## config.mk

```make
export PLATFORM = sky130hd
export DESIGN_NAME = crc_bus_sequencer
export DESIGN_NICKNAME = d
export VERILOG_FILES = /design/src/rtl/crc_bus_sequencer.sv
export SDC_FILE = /design/constraint.sdc
export NUM_CORES = 1
export LEC_CHECK = 0
export ABC_AREA = 1
export CORE_MARGIN = 1.5
export CORE_UTILIZATION = 42
export CTS_CLUSTER_SIZE = 24
export DETAILED_ROUTE_END_ITERATION = 16
export HOLD_SLACK_MARGIN = 0.15
export PLACE_DENSITY = 0.79
export SLEW_MARGIN = 40
export SYNTH_ARGS = -nofsm -noshare
export SYNTH_HDL_FRONTEND = slang
export SYNTH_SLANG_ARGS = --single-unit
```

## constraint.sdc

```tcl
create_clock -name clk -period 1.6 [get_ports clk]
set_input_delay 0.4 -clock clk [delete_from_list [all_inputs] [get_ports clk]]
set_output_delay 0.4 -clock clk [all_outputs]
set_load 0.01 [all_outputs]
```

## src/rtl/crc_bus_sequencer.sv

```systemverilog
// Bus initiator for the CRC peripheral: programs POLY/CTRL/seed, streams N source words
// into DATA, then reads the CRC back. Optional result compare is enabled by CRC_CHECK_EN.
module crc_bus_sequencer #(
    parameter logic [31:0] BASE_ADDR = 32'h4003_2000,
    parameter logic [31:0] IDLE_ADDR = 32'h0000_0000,
    parameter int          CNT_W     = 16
) (
    input  logic             clk,
    input  logic             rst,
    input  logic             start,
    input  logic [31:0]      cfg_poly,
    input  logic [31:0]      cfg_ctrl,
    input  logic [31:0]      cfg_seed,
    input  logic [CNT_W-1:0] cfg_count,
    input  logic             src_valid,
    input  logic [31:0]      src_data,
    output logic             src_ready,
    output logic             Sel,
    output logic             RW,
    output logic [31:0]      addr,
    output logic [31:0]      data_wr,
    input  logic [31:0]      data_rd,
    output logic             busy,
    output logic             done,
    output logic [31:0]      result,
`ifdef CRC_CHECK_EN
    input  logic [31:0]      cfg_expect,
    output logic             match,
`endif
    output logic [2:0]       dbg_state
);

    typedef enum logic [2:0] {
        IDLE, W_POLY, W_CTRLS, W_SEED, W_CTRL, DATA, RD, DONE
    } state_t;

    localparam logic [31:0] WAS_BIT = 32'h0200_0000;

    state_t           state_q, state_d;
    logic [CNT_W-1:0] cnt_q, cnt_d;
    logic [31:0]      poly_q, poly_d, ctrl_q, ctrl_d, seed_q, seed_d;
    logic             sel_q, sel_d, rw_q, rw_d, src_ready_q, src_ready_d;
    logic [31:0]      addr_q, addr_d, data_wr_q, data_wr_d, result_q, result_d;
    logic             busy_q, busy_d, done_q, done_d;
`ifdef CRC_CHECK_EN
    logic [31:0]      expect_q, expect_d;
    logic             match_q, match_d;
`endif

    always_comb begin
        state_d     = state_q;
        cnt_d       = cnt_q;
        poly_d      = poly_q;
        ctrl_d      = ctrl_q;
        seed_d      = seed_q;
        sel_d       = 1'b0;
        rw_d        = 1'b0;
        addr_d      = IDLE_ADDR;
        data_wr_d   = 32'h0;
        src_ready_d = 1'b0;
        busy_d      = busy_q;
        done_d      = 1'b0;
        result_d    = result_q;
`ifdef CRC_CHECK_EN
        expect_d    = expect_q;
        match_d     = match_q;
`endif
        // Outputs computed here describe the phase of the state being entered.
        case (state_q)
            IDLE: begin
                if (start) begin
                    poly_d    = cfg_poly;
                    ctrl_d    = cfg_ctrl;
                    seed_d    = cfg_seed;
                    cnt_d     = cfg_count;
`ifdef CRC_CHECK_EN
                    expect_d  = cfg_expect;
`endif
                    state_d   = W_POLY;
                    rw_d      = 1'b1;
                    addr_d    = BASE_ADDR + 32'd4;
                    data_wr_d = cfg_poly;
                    busy_d    = 1'b1;
                end
            end
            W_POLY: begin
                state_d   = W_CTRLS;
                rw_d      = 1'b1;
                addr_d    = BASE_ADDR + 32'd8;
                data_wr_d = ctrl_q | WAS_BIT;
            end
            W_CTRLS: begin
                state_d   = W_SEED;
                rw_d      = 1'b1;
                addr_d    = BASE_ADDR;
                data_wr_d = seed_q;
            end
            W_SEED: begin
                state_d     = W_CTRL;
                rw_d        = 1'b1;
                addr_d      = BASE_ADDR + 32'd8;
                data_wr_d   = ctrl_q & ~WAS_BIT;
                src_ready_d = (cnt_q != '0);
            end
            W_CTRL, DATA: begin
                // src_ready_q low here means every word has been accepted.
                if (src_ready_q && src_valid) begin
                    state_d     = DATA;
                    rw_d        = 1'b1;
                    addr_d      = BASE_ADDR;
                    data_wr_d   = src_data;
                    cnt_d       = cnt_q - CNT_W'(1);
                    src_ready_d = (cnt_q != CNT_W'(1));
                end else if (src_ready_q) begin
                    state_d     = DATA;
                    src_ready_d = 1'b1;
                end else begin
                    state_d = RD;
                    sel_d   = 1'b1;
                    addr_d  = BASE_ADDR;
                end
            end
            RD: begin
                state_d  = DONE;
                result_d = data_rd;
`ifdef CRC_CHECK_EN
                match_d  = (data_rd == expect_q);
`endif
                done_d   = 1'b1;
                busy_d   = 1'b0;
            end
            DONE: begin
                state_d = IDLE;
            end
            default: begin
                state_d = IDLE;
            end
        endcase
    end

    always_ff @(posedge clk) begin
        if (!rst) begin
            state_q     <= IDLE;
            cnt_q       <= '0;
            poly_q      <= 32'h0;
            ctrl_q      <= 32'h0;
            seed_q      <= 32'h0;
            sel_q       <= 1'b0;
            rw_q        <= 1'b0;
            addr_q      <= IDLE_ADDR;
            data_wr_q   <= 32'h0;
            src_ready_q <= 1'b0;
            busy_q      <= 1'b0;
            done_q      <= 1'b0;
            result_q    <= 32'h0;
`ifdef CRC_CHECK_EN
            expect_q    <= 32'h0;
            match_q     <= 1'b0;
`endif
        end else begin
            state_q     <= state_d;
            cnt_q       <= cnt_d;
            poly_q      <= poly_d;
            ctrl_q      <= ctrl_d;
            seed_q      <= seed_d;
            sel_q       <= sel_d;
            rw_q        <= rw_d;
            addr_q      <= addr_d;
            data_wr_q   <= data_wr_d;
            src_ready_q <= src_ready_d;
            busy_q      <= busy_d;
            done_q      <= done_d;
            result_q    <= result_d;
`ifdef CRC_CHECK_EN
            expect_q    <= expect_d;
            match_q     <= match_d;
`endif
        end
    end

    assign Sel       = sel_q;
    assign RW        = rw_q;
    assign addr      = addr_q;
    assign data_wr   = data_wr_q;
    assign src_ready = src_ready_q;
    assign busy      = busy_q;
    assign done      = done_q;
    assign result    = result_q;
    assign dbg_state = state_q;
`ifdef CRC_CHECK_EN
    assign match     = match_q;
`endif

endmodule

```

Word level (Yosys, flattened, before mapping)

Index checks and enable logic that the tools add are counted.

Equal/unequal tests: 10
$add $sub $neg: 1
Reduce and logical (&&, ||, !) cells: 12
Bitwise gates (word level): 2
Multiplexer cells: 24

Operator list:

| cell                                                | number |
|---|---|
| case mux 32 bit (5 select lines)                    | 1 |
| case mux 31 bit (4 select lines)                    | 1 |
| 2-to-1 mux 31 bit                                   | 3 |
| 2-to-1 mux 32 bit                                   | 2 |
| 2-to-1 mux 16 bit                                   | 2 |
| case mux 16 bit (2 select lines)                    | 1 |
| case mux 3 bit (7 select lines)                     | 1 |
| != test 16 x 1 -> 1 bit (second input constant)     | 1 |
| nonzero test 16 bit                                 | 1 |
| subtractor 16 x 1 -> 16 bit (second input constant) | 1 |
| == test 3 bit (second input constant)               | 4 |
| 2-to-1 mux 1 bit                                    | 7 |
| == test 3 x 2 -> 1 bit (second input constant)      | 2 |
| OR reduction 3 bit                                  | 2 |
| 2-to-1 mux 2 bit                                    | 2 |
| != test 2 bit (second input constant)               | 2 |
| case mux 1 bit (2 select lines)                     | 2 |
| AND reduction 2 bit                                 | 2 |
| nonzero test 2 bit                                  | 2 |
| OR reduction 2 bit                                  | 2 |
| == test 3 x 1 -> 1 bit (second input constant)      | 1 |
| logical NOT 3 bit                                   | 1 |
| 2-to-1 mux 3 bit                                    | 1 |
| case mux 1 bit (3 select lines)                     | 1 |
| 3 further kinds                                     | 4 |

Flip-flop bits (word level): 184
Word-level logic and storage cells: 61
Input port bits: 180

Depth between registers and ports, before layout

Gate-level depths: netlist of the first run.

Depth after elaboration: 4
Gate-level depth with buffers: 10
Gate-level depth less buffers: 10

Worst setup path before layout of the first run

OpenSTA, ideal clock, no wires.

Path kind: register to register
Start point: register state_q[0] (netlist: dbg_state[0])
End point: register data_wr_q[10] (netlist: data_wr[10])
Slack: 0.243 ns
Required time: 1.468 ns
Cell stages (with the launch flop): 9
Data arrival time: 1.224 ns
Buffers on the path: 1
Path through: dfxtp_1 inv_1 nand3_2 inv_2 buf_4 nand2_1 o21ai_0 a21oi_1 a21oi_1

Longest elaborated chain between the ends: 3

Ends and longest elaborated chain:

| element                              | RTL line | text |
|---|---|---|
| from (decl)                          | 39       | `state_t state_q, state_d;` |
| from (signal assigned)               | 161      | `state_q <= state_d;` |
| == test 3 bit                        | 69       | `case (state_q)` |
| OR reduction 2 bit                   | 69       |  |
| case mux 32 bit (5 select lines) (*) | 69       |  |
| to (signal assigned)                 | 169      | `data_wr_q <= data_wr_d;` |
| to (decl)                            | 43       | `logic [31:0] addr_q, addr_d, data_wr_q, data_wr_d, result_q, result_d;` |

Mark *: on every way between the ends. The rest lies on a longest branch, timed or not.
A chain may end at the register's enable or synchronous reset.

Final worst setup path of the first run

Start point: register state_q[2] (netlist: dbg_state[2])
End point: output port dbg_state[2]

RTL lines:

| element   | RTL line | text |
|---|---|---|
| to (decl) | 30       | `output logic [2:0] dbg_state` |

No word-level cell between the ends.

==> metrics.md, run 1 <==
| Metric | Value |
|---|---|
| Status | `finished, final reports clean` |
| Worst Reg-to-Reg Cells | `8` |
| Clock period minus worst slack | `1530 ps` |
| Crit end category | `output port` |
| Drt total wl | `roughly 20000 um` |
| Nets | `between 1000 and 1500` |
| CP peak stage delay | `about 390 ps` |
| Clk_lat worst skew | `roughly 420 ps` |
| Clock share of power | `a little over a third` |
| Synth area leaders | `dfxtp_1 47%, a21oi_1 10%, nand2_1 8.5%, o21ai_0 8.0%, nor2_1 6.9%` |
| # port buffers | `roughly 260` |
| Pre-Repair DR Iteration Count | `4` |
| I/O Pins | `between 200 and 300` |
| CP delay by family, top | `flip-flops` |
| Max_cap viols | `0` |
| Gp weighted congestion | `0.8579` |
| Diode count | `0` |
| Worst hold path type | `input port to flip-flop` |
| Final setup fails | `0` |
| HPWL after DPL | `approximately 14000 um` |
| Post-route ant nets | `0` |
| Post-synthesis cell type count | `32` |
| RSZ-0062 raised after global routing | `no` |
| Max H-tree Level | `4` |
| Congestion Overflow GR | `0` |
| Worst hold slack | `~430 ps` |
| Critical path depth | `1` |
| Critical Path Start Type | `flip-flop` |
| Largest net degree at the start of global routing | `67` |
| Chip width | `127.8 um` |
| Fraction of layout cells with a size suffix above 1 | `under 10%` |
| Vias | `approximately 6600` |
| Syn_area_per_cell | `about 7.4 um^2` |
| Syn Inst Count | `886` |
| Yosys top cell by area | `dfxtp_1` |
| CP Max Fanout | `4` |
| Sw Pwr | `3073 uW` |
| Reg power frac | `between 40% and 50%` |
| Async SR Flop Fraction | `0%` |
| Die Ht | `roughly 130 um` |
| Routed len/inst | `14.63 um` |
| GRT Total Usage | `a little under a quarter` |
| Switching share of total power | `~29%` |
| CP max stage cell | `dfxtp_2` |
| Cell with the most instances after synthesis | `dfxtp_1` |
| Post-Syn Area | `around 6500 um^2` |
| Most common library cells after synthesis | `154 x dfxtp_1, 149 x nand2_1, 132 x a21oi_1` |
| Vias/cell | `4.917` |
| Cts bufs inserted | `17` |
| Setup CP Type | `flip-flop to output port` |
| Worst hold stages | `3` |
| Comb pwr share | `~23%` |
| Sink Count | `154` |
| Power, Total | `~11000 uW` |
| Worst path cell trace | `dlygate4sd2_1` |
| Main synth FF type | `dfxtp_1` |
| Worst IR Drop VDD | `0.8276 mV` |
| Starting Density | `a little over two fifths` |
| Residual DRC | `0` |
| Vias in the first global route | `roughly 6300` |
| Internal power | `7657 uW` |
| Area Overhead vs Synth | `50.03%` |
| Final Slew Violations | `0` |
| Final Hold Viols | `0` |
| Cell row count | `45` |
| Core ar. | `approximately 15000 um^2` |
| Iter 0 DRT Violations | `roughly 300` |
| First-pass GRT wire length | `30570 um` |
| Clock-pin slew of the registers on the worst-case setup and hold paths | `60 ps` |
| Final clock skew | `around 8.1 ps` |
| Yosys top cell area share | `a little under half` |
| Worst Path Arrival | `~1100 ps` |
| Post-CTS Hold Buffers | `0` |
| EDFF count, synth | `0` |
| Worst EP required | `1200 ps` |
| F_max | `between 0.6 and 0.7 GHz` |
| Critical path buffer and inverter count | `1` |
| Die area | `16340 um^2` |
| Pwr per Cell Area | `1093 nW/um^2` |
| Register area share after synthesis | `a little under half` |
| Root Driver | `clkbuf_16` |
| CTS tree | `done` |
| CTS Buffer Depth | `2` |
| Lkg Pwr | `around 0.0043 uW` |
| Synth warnings | `0` |
| Seq cells post-synth | `about 150` |
| Initial antenna violation count | `0` |
| Period utilisation layout | `between 90% and 100%` |
| Fillcell total | `1359` |
==> registers in the layout, summed over array words and instances, names as in the netlist <==
register	flops
data_wr	32
result	32
seed_q	32
ctrl_q	31
cnt_q	16
addr	3
dbg_state	3
RW	1
Sel	1
busy	1
done	1
src_ready	1
==> kinds of logic (layout without fill, tap and decap cells) <==
logic type	after synthesis	count (layout)	synth area share (%)
XOR/XNOR	1	1	0.1339
adder cells (fa/ha/maj)	2	2	0.3824
AND/OR/NAND/NOR	300	300	18.70
buffers and inverters	159	397	12.05
flip-flops	154	154	47.12
other	1	26	0.05732
AO/OA/AOI/OAI	269	269	21.55
==> layer usage <==
| metal | vias to the layer above | global-route usage [%] | routed length, um |
|---|---|---|---|
| met5 | - | 0 | 0 |
| met4 | 0 | 8.196 | 430 |
| met3 | 29 | 9.265 | 1699 |
| met2 | 238 | 40.42 | 9429 |
| met1 | 2982 | 27.16 | 7995 |
| li1 | 3325 | - | - |
==> power groups by stage <==
stage / Combinational [uW] / Clock, uW / Sequential [uW]
2_1_floorplan: 1360 / 0 / 4510
3_3_place_gp: 2460 / 0 / 4470
3_5_place_dp: 2500 / 0 / 4480
4_1_cts: 2430 / 3980 / 4400
5_1_grt: 2680 / 4150 / 4440
6_report: 2420 / 3910 / 4400
==> tightest hold or removal path, cell delays in order <==
cell and delay, ps:
buf_2 120, inv_2 160, nor2_1 130
==> layout by cell type, fill, tap and decap left out, types with 2 or more instances in the layout <==
| cell | count |
|---|---|
| dlygate4sd2_1 | 76 |
| a21oi_1 | 132 |
| a31oi_1 | 3 |
| nand2_4 | 3 |
| clkbuf_16 | 17 |
| o21ai_0 | 105 |
| dfxtp_2 | 3 |
| o22ai_1 | 7 |
| o21ai_1 | 8 |
| inv_2 | 8 |
| o221ai_1 | 9 |
| clkinv_2 | 2 |
| nand3_1 | 15 |
| nand2_1 | 149 |
| a21oi_2 | 3 |
| ha_1 | 2 |
| clkinv_4 | 2 |
| dfxtp_1 | 151 |
| conb_1 | 26 |
| nand4_1 | 3 |
| nor2_1 | 120 |
| inv_1 | 68 |
| clkbuf_1 | 2 |
| buf_4 | 19 |
| nor2_2 | 6 |
| clkinvlp_4 | 3 |
| clkdlybuf4s50_1 | 177 |
| buf_12 | 12 |
| clkbuf_8 | 4 |
==> final timing paths <==
path,startpoint,endpoint,slack [ps]
setup / recovery,dbg_state[2],dbg_state[2],70
hold / removal,rst,done,430
setup reg to reg,cnt_q[0],cnt_q[8],160
hold reg to reg,ctrl_q[5],ctrl_q[5],450
==> repair_timing <==
action / in CTS / in global routing
resized for setup: 83 / 4
pin swaps: 0 / 0
cloned: 0 / 0
endpoints found under the setup margin: 78 / 3
setup buffers: 0 / 0
==> through the flow <==
step	util, %	area, um^2	std cells	worst slack (ps)	setup TNS (ps)
3_3_place_gp	61.36	9328	1305	-283.7	-11030
2_1_floorplan	-	6636	911	243.5	0
5_1_grt	64.57	9816	1337	7.251	0
4_1_cts	64.55	9813	1337	35.04	0
6_report	64.57	9816	1337	69.69	0
3_5_place_dp	61.36	9328	1305	-293.1	-12830
==> cell type report <==
cell class / count / area (um^2) / area share [%]
Multi-Input combinational cell: 598 / 2773 / 28.25
Clock inverter: 9 / 88.84 / 0.9050
Tap cell: 188 / 235.2 / 2.396
Inverter: 77 / 291.5 / 2.970
Clock buffer: 23 / 488.0 / 4.971
Sequential cell: 154 / 3087 / 31.45
Timing Repair Buffer: 288 / 2853 / 29.06
Note: power is estimated with default switching activity, not from simulation.
==> inputs of run 2 (changes only) <==
--- a/config.mk
+++ b/config.mk
@@ -7,11 +7,11 @@
 export LEC_CHECK = 0
 export ABC_AREA = 1
 export CORE_MARGIN = 1.5
-export CORE_UTILIZATION = 42
+export CORE_UTILIZATION = 46
 export CTS_CLUSTER_SIZE = 24
 export DETAILED_ROUTE_END_ITERATION = 16
 export HOLD_SLACK_MARGIN = 0.15
-export PLACE_DENSITY = 0.79
+export PLACE_DENSITY = 0.85
 export SLEW_MARGIN = 40
 export SYNTH_ARGS = -nofsm -noshare
 export SYNTH_HDL_FRONTEND = slang
==> constraint.sdc (replaced) <==
create_clock -name clk -period 1.8 [get_ports clk]
set_input_delay 0.45 -clock clk [delete_from_list [all_inputs] [get_ports clk]]
set_output_delay 0.45 -clock clk [all_outputs]
set_load 0.01 [all_outputs]
==> metrics.md, run 2 (synthesized netlist as in run 1, its figures left out) <==
| Metric | Value |
|---|---|
| Starting Density | `47.13% (+4.1 points)` |
| Hold_sp | `ctrl_q[4]` |
| Iter 0 DRT Violations | `436 (+43%)` |
| Reg power frac | `40.4% (-0.6 points)` |
| Pre-Repair DR Iteration Count | `4 (unchanged)` |
| Largest net degree at the start of global routing | `61 (-9.0%)` |
| Most common cell after layout, fill and taps aside | `clkdlybuf4s50_1` |
| Clock share of power | `37.5% (+1.0 points)` |
| First-pass GRT wire length | `29530 um (-3.4%)` |
| Clk_lat worst skew | `420 ps (about the same)` |
| Status | `finished, final reports clean` |
| Comb pwr share | `22.1% (-0.5 points)` |
| Fin worst setup slack | `42.99 ps (-26.70 ps)` |
| Sw Pwr | `2693 uW (-12%)` |
| Worst hold stages | `2 (-1)` |
| Chip width | `122.3 um (-4.3%)` |
| Setup CP Type | `flip-flop to output port` |
| GRT Total Usage | `25.49% (+1.8 points)` |
| Final clock skew | `8.948 ps (+0.8661 ps)` |
| Area Overhead vs Synth | `49.88%` |
| Critical path buffer and inverter count | `1 (unchanged)` |
| Core ar. | `13880 um^2 (-8.7%)` |
| Vias | `6598 (+0.37%)` |
| Vias in the first global route | `6066 (-4.1%)` |
| Flop2flop setup slack | `300 ps (+140 ps)` |
| Most frequent cells in the layout | `230 x clkdlybuf4s50_1, 153 x dfxtp_1, 149 x nand2_1` |
| Final Hold Viols | `0 (unchanged)` |
| Crit end category | `output port` |
| Critical Path Start Type | `flip-flop` |
| Pwr per Cell Area | `985.1 nW/um^2 (-9.9%)` |
| Cell row count | `43 (-4.4%)` |
| Routed len/inst | `14.56 um (-0.42%)` |
| Die Ht | `122.3 um (-4.3%)` |
| Reg2reg start | `cnt_q[0]` |
| Final setup fails | `0 (unchanged)` |
| Lkg Pwr | `0.004250 uW (-1.5%)` |
| Max H-tree Level | `4 (unchanged)` |
| Fraction of layout cells with a size suffix above 1 | `6.848% (-1.3 points)` |
| Top sig layer | `met4` |
| CTS Buffer Depth | `2 (unchanged)` |
| Worst hold slack | `446.3 ps (+18.32 ps)` |
| DP Worst Slack | `-72.85 ps (+220.3 ps)` |
| Congestion Overflow GR | `0 (unchanged)` |
| RSZ-0062 raised after global routing | `no` |
| Met1 Wirelength | `7686 um (-3.9%)` |
| Post-DP Area | `9168 um^2 (-1.7%)` |
| CP peak stage delay | `560 ps (+170 ps)` |
| CP delay by family, top | `buffers and inverters` |
| Clock period minus worst slack | `1757 ps` |
| Worst path cell trace | `clkdlybuf4s50_1` |
| Nets | `1308 (-0.76%)` |
| CP Max Fanout | `2 (-2)` |
| Period utilisation layout | `a little over nine tenths` |
| Post-route cell area | `9806 um^2 (-0.10%)` |
| Metal3 WL | `1889 um (+11%)` |
| Reg2reg end | `cnt_q[8]` |
| # port buffers | `256 (unchanged)` |
| Die area | `14950 um^2 (-8.5%)` |
| Diode count | `0 (unchanged)` |
| CP max stage cell | `clkdlybuf4s50_1` |
| I/O Pins | `284 (unchanged)` |
| Sink Count | `154 (unchanged)` |
| Worst Reg-to-Reg Cells | `9 (+1)` |
| HPWL after DPL | `13320 um (-3.3%)` |
| Initial antenna violation count | `0 (unchanged)` |
| Metal2 WL | `9179 um (-2.7%)` |
| Internal power | `6967 uW (-9.0%)` |
| Drt total wl | `19210 um (-1.8%)` |
| Vias/cell | `5.002 (+1.7%)` |
| Worst hold path type | `flip-flop to flip-flop` |
| Worst Path Arrival | `1310 ps (+180 ps)` |
| CTS tree | `done` |
| Post-route ant nets | `0 (unchanged)` |
| Clock-pin slew of the registers on the worst-case setup and hold paths | `60 ps (about the same)` |
| Gp weighted congestion | `0.8442 (-1.6%)` |
| Cts bufs inserted | `17 (unchanged)` |
| Root Driver | `clkbuf_16` |
| F_max | `0.5691 GHz` |
| Worst IR Drop VDD | `0.6328 mV (-24%)` |
| Worst EP required | `1350 ps (+150 ps)` |
| Switching share of total power | `27.88% (-0.76 points)` |
| Setup bufs post-CTS | `0 (unchanged)` |
| Residual DRC | `0 (unchanged)` |
| Worst Hold Endpoint | `ctrl_q[4]` |
| Max_cap viols | `0 (unchanged)` |
| Final Slew Violations | `0 (unchanged)` |
[run 2: changes by cell type in the layout (fill, tap and decap cells not counted), moves of 2 or more]
cell,delta
dlygate4sd2_1,-70
clkdlybuf4s50_1,+53
dlymetal6s2s_1,+19
buf_12,-6
buf_4,-3
clkbuf_8,-3
bufinv_16,+2
clkinvlp_4,+2
dfxtp_1,+2
dfxtp_2,-2
[run 2: layer usage]
| metal | GRT usage (%) | up-vias |
|---|---|---|
| met4 | 10.47 | 0 |
| li1 | - | 3303 |
| met2 | 42.95 | 284 |
| met5 | 0 | - |
| met3 | 8.504 | 30 |
| met1 | 29.74 | 2981 |
[run 2: what timing repair did]
| item | in CTS | in global routing |
|---|---|---|
| endpoints found under the setup margin | 6 | 19 |
| hold buffers | 0 | 0 |
| resized for setup | 7 | 19 |
[run 2: tightest hold or removal path, cell delays in order, from the launching register on]
cell	delay, ps
dfxtp_1	300
inv_1	50
a21oi_1	50
[run 2: worst max path at each step]
stage / startpoint / endpoint / slack, ps / cells past startpoint
2_1_floorplan: dbg_state[0] / data_wr[10] / 440 / 8
3_3_place_gp: src_valid / cnt_q[10] / -50 / 10
3_5_place_dp: src_valid / cnt_q[10] / -70 / 10
4_1_cts: addr[17] / addr[13] / 2 / 1
5_1_grt: result[12] / result[12] / 0.5 / 1
6_report: result[15] / result[15] / 40 / 1
[run 2: power by group through the flow]
stage	registers (uW)	clock network (uW)	logic, uW
after floorplan	4010	0	1210
after global placement	3970	0	2100
after detailed placement	3980	0	2140
after CTS	3910	3690	2150
after global routing	3940	3840	2370
final	3910	3620	2140
[run 2: final cells by class]
cell class	instances	area, um^2
clock buffers	21	450.4
clock inverters	11	146.4
fillers	1100	4075
inverters	77	291.5
multi-input cells	598	2770
flip-flops and latches	154	3084
well taps	180	225.2
repair buffers	278	2838
[run 2: stage by stage]
step / util (%) / std cells / TNS [ps] / total power, uW
final: 70.64 / 1319 / 0 / 9660
after global placement: 66.04 / 1287 / -57.68 / 6063
after floorplan: - / 911 / 0 / 5221
after CTS: 70.30 / 1319 / 0 / 9751
after detailed placement: 66.04 / 1287 / -399.8 / 6123
after global routing: 70.64 / 1319 / 0 / 10150
==> inputs of run 3 (changes only) <==
--- a/config.mk
+++ b/config.mk
@@ -5,9 +5,9 @@
 export SDC_FILE = /design/constraint.sdc
 export NUM_CORES = 1
 export LEC_CHECK = 0
-export ABC_AREA = 1
+export ABC_AREA = 0
 export CORE_MARGIN = 1.5
-export CORE_UTILIZATION = 46
+export CORE_UTILIZATION = 45
 export CTS_CLUSTER_SIZE = 24
 export DETAILED_ROUTE_END_ITERATION = 16
 export HOLD_SLACK_MARGIN = 0.15
==> metrics.md, run 3 <==
| Metric | Value |
|---|---|
| Drt total wl | `20370 um (+6.0%)` |
| Critical Path Start Type | `flip-flop` |
| Clk_lat worst skew | `420 ps (about the same)` |
| CP peak stage delay | `440 ps (-120 ps)` |
| Most common library cells after synthesis | `206 x nand2_1, 154 x dfxtp_1, 145 x a21oi_1` |
| Vias/cell | `5.391 (+7.8%)` |
| Synth warnings | `0 (unchanged)` |
| Hold_sp | `result[4]` |
| Worst EP required | `2100 ps (+750 ps)` |
| I/O Pins | `284 (unchanged)` |
| Period utilisation layout | `101.2% (+3.6 points)` |
| Vias | `6577 (-0.32%)` |
| Max_cap viols | `0 (unchanged)` |
| Cell row count | `42 (-2.3%)` |
| Post-route cell area | `9836 um^2 (+0.31%)` |
| Final clock skew | `7.256 ps (-1.692 ps)` |
| Final Hold Viols | `0 (unchanged)` |
| Reg power frac | `40.7% (+0.3 points)` |
| Congestion Overflow GR | `0 (unchanged)` |
| Cts bufs inserted | `17 (unchanged)` |
| Fin worst setup slack | `-22.37 ps (-65.36 ps)` |
| Lkg Pwr | `0.003700 uW (-13%)` |
| Sw Pwr | `2480 uW (-7.9%)` |
| Worst hold stages | `2 (unchanged)` |
| Switching share of total power | `26.65% (-1.2 points)` |
| Post-DP Area | `9135 um^2 (-0.35%)` |
| Die area | `14620 um^2 (-2.2%)` |
| Async SR Flop Fraction | `0% (unchanged)` |
| Routed len/inst | `16.70 um (+15%)` |
| Cell with the most instances after synthesis | `nand2_1` |
| CP max stage cell | `or4_4` |
| Sink Count | `154 (unchanged)` |
| Worst Hold Endpoint | `result[4]` |
| Vias in the first global route | `6180 (+1.9%)` |
| Internal power | `6827 uW (-2.0%)` |
| Worst IR Drop VDD | `0.5594 mV (-12%)` |
| Largest net degree at the start of global routing | `54 (-11%)` |
| Residual DRC | `0 (unchanged)` |
| CP Max Fanout | `6 (+4)` |
| Setup CP Type | `flip-flop to flip-flop` |
| Pwr per Cell Area | `946.2 nW/um^2 (-3.9%)` |
| Chip width | `120.9 um (-1.1%)` |
| Reg2reg start | `cnt_q[9]` |
| Status | `finished with violations` |
| Inst Count DP | `1187 (-7.8%)` |
| Max H-tree Level | `4 (unchanged)` |
| Post-Syn Area | `6257 um^2 (-4.4%)` |
| Post-synthesis cell type count | `48 (+50%)` |
| Final cell count without fillers | `1220 (-7.5%)` |
| Most frequent cells in the layout | `245 x clkdlybuf4s50_1, 205 x nand2_1, 149 x dfxtp_1` |
| Post-route ant nets | `0 (unchanged)` |
| Clock share of power | `39.6% (+2.1 points)` |
| Die Ht | `120.9 um (-1.1%)` |
| # port buffers | `256 (unchanged)` |
| First-pass GRT wire length | `30750 um (+4.1%)` |
| Yosys top cell by area | `dfxtp_1` |
| Seq cells post-synth | `154 (unchanged)` |
| CTS Buffer Depth | `2 (unchanged)` |
| HPWL after DPL | `13740 um (+3.2%)` |
| Violated checks | `setup timing` |
| Setup bufs post-CTS | `0 (unchanged)` |
| Initial antenna violation count | `2 (+2)` |
| Worst Path Arrival | `2130 ps (+820 ps)` |
| Final Slew Violations | `0 (unchanged)` |
| Starting Density | `46.69% (-0.44 points)` |
| Area Overhead vs Synth | `57.19%` |
| Reg2reg end | `src_ready` |
| Comb pwr share | `19.7% (-2.4 points)` |
| CTS tree | `done` |
| Core ar. | `13400 um^2 (-3.5%)` |
| Final setup fails | `2 (+2)` |
| Worst path cell trace | `or3_4 > or3_4 > or4_4 > nor3_4 > a21oi_1` |
| Root Driver | `clkbuf_16` |
| Nets | `1212 (-7.3%)` |
| GRT Total Usage | `27.12% (+1.6 points)` |
| Iter 0 DRT Violations | `593 (+36%)` |
| Worst hold path type | `flip-flop to flip-flop` |
| Flop2flop setup slack | `-20 ps (-320 ps)` |
| Syn Inst Count | `776 (-12%)` |
| DP Worst Slack | `-560.3 ps (-487.5 ps)` |
| Worst Reg-to-Reg Cells | `5 (-4)` |
| Cell repeated most along the worst path | `or3_4` |
| Gp weighted congestion | `0.9473 (+12%)` |
| Clock-pin slew of the registers on the worst-case setup and hold paths | `60 ps (about the same)` |
| Pre-Repair DR Iteration Count | `5 (+1)` |
| Crit end category | `flip-flop` |
| EDFF count, synth | `0 (unchanged)` |
| Syn_area_per_cell | `8.063 um^2 (+9.2%)` |
| Register area share after synthesis | `49.27% (+2.1 points)` |
| RSZ-0062 raised after global routing | `yes` |
| Main synth FF type | `dfxtp_1` |
| Clock period minus worst slack | `1822 ps (+65.36 ps)` |
| Fraction of layout cells with a size suffix above 1 | `9.108% (+2.3 points)` |
| Synth area leaders | `dfxtp_1 49%, nand2_1 12%, a21oi_1 12%, a22oi_1 7.7%, buf_4 3.6%` |
| Yosys top cell area share | `49.27% (+2.1 points)` |
| Most common cell after layout, fill and taps aside | `clkdlybuf4s50_1` |
| F_max | `0.5487 GHz (-3.6%)` |
run 3: changes by cell type in the layout (fill, tap and decap cells not counted), moves of 8 or more:
cell             change
nand3_1              -9
inv_1               -62
nor2_1              -97
dlymetal6s2s_1      -13
a22oi_1             +64
buf_4               +16
nand2_1             +56
a21oi_1             +13
clkdlybuf4s50_1     +15
o221ai_1             -8
inv_2                -8
o21ai_0            -103
run 3: worst max-delay path, delay by kind of cell, from the launching register on:
| kind | cells | cell delay [ps] |
|---|---|---|
| AO/OA/AOI/OAI | 1 | 70 |
| flip-flops | 1 | 310 |
| AND/OR/NAND/NOR | 4 | 1320 |
run 3: per-stage QoR:
step | TNS [ps] | utilization [%] | power, uW | hold WS (ps)
after floorplan | 0 | - | 4692 | 436.0
after global placement | -40110 | 68.17 | 5570 | 440.6
after detailed placement | -44910 | 68.17 | 5608 | 446.0
after CTS | -18.69 | 72.99 | 9310 | 453.9
after global routing | -92.81 | 73.38 | 9680 | 469.7
final | -27.90 | 73.40 | 9307 | 452.2
run 3: worst max-delay path by stage:
stage | from | endpoint | depth (start not counted)
6_report | cnt_q[9] | src_ready | 5
3_5_place_dp | start | cnt_q[0] | 5
2_1_floorplan | cnt_q[9] | src_ready | 5
5_1_grt | cnt_q[9] | src_ready | 5
3_3_place_gp | start | cnt_q[0] | 5
4_1_cts | cnt_q[9] | src_ready | 5
run 3: cells by family after synthesis:
kind of cell / count (synthesis) / synth area share (%)
xor gates and xnor gates: 2 / 0.2800
and+or+nand+nor: 273 / 18.58
AOI/OAI and AO/OA: 247 / 23.50
DFF: 154 / 49.27
buffers and inverters: 97 / 7.918
other: 1 / 0.05993
adders and majority gates: 2 / 0.3999
run 3: layout make-up:
type / instances / area, um^2
fillers: 974 / 3565
flip-flops and latches: 154 / 3089
repair buffers: 300 / 3038
multi-input cells: 550 / 2848
clock buffers: 19 / 442.9
well taps: 176 / 220.2
clock inverters: 13 / 167.7
inverters: 7 / 27.53
diodes: 1 / 2.502
run 3: what timing repair did:
item / CTS / global route
gates resized for setup: 17 / 14
hold buffers: 0 / 0
endpoints found under the setup margin: 60 / 36
cloned: 0 / 0
pin swaps: 0 / 0
run 3: metal layers:
metal  up-vias  share of wire (%)  track usage, %
li1       3134                  -               -
met1      3067                 39           31.69
met2       320                 50           46.02
met3        54                8.1           7.049
met4         2                3.3           13.46
met5         -              0.064               0
run 3: power groups by stage:
stage,logic [uW],clock network (uW),registers (uW)
after floorplan,831,0,3860
after global placement,1740,0,3830
after detailed placement,1760,0,3840
after CTS,1800,3740,3780
after global routing,1970,3900,3810
final,1830,3690,3790
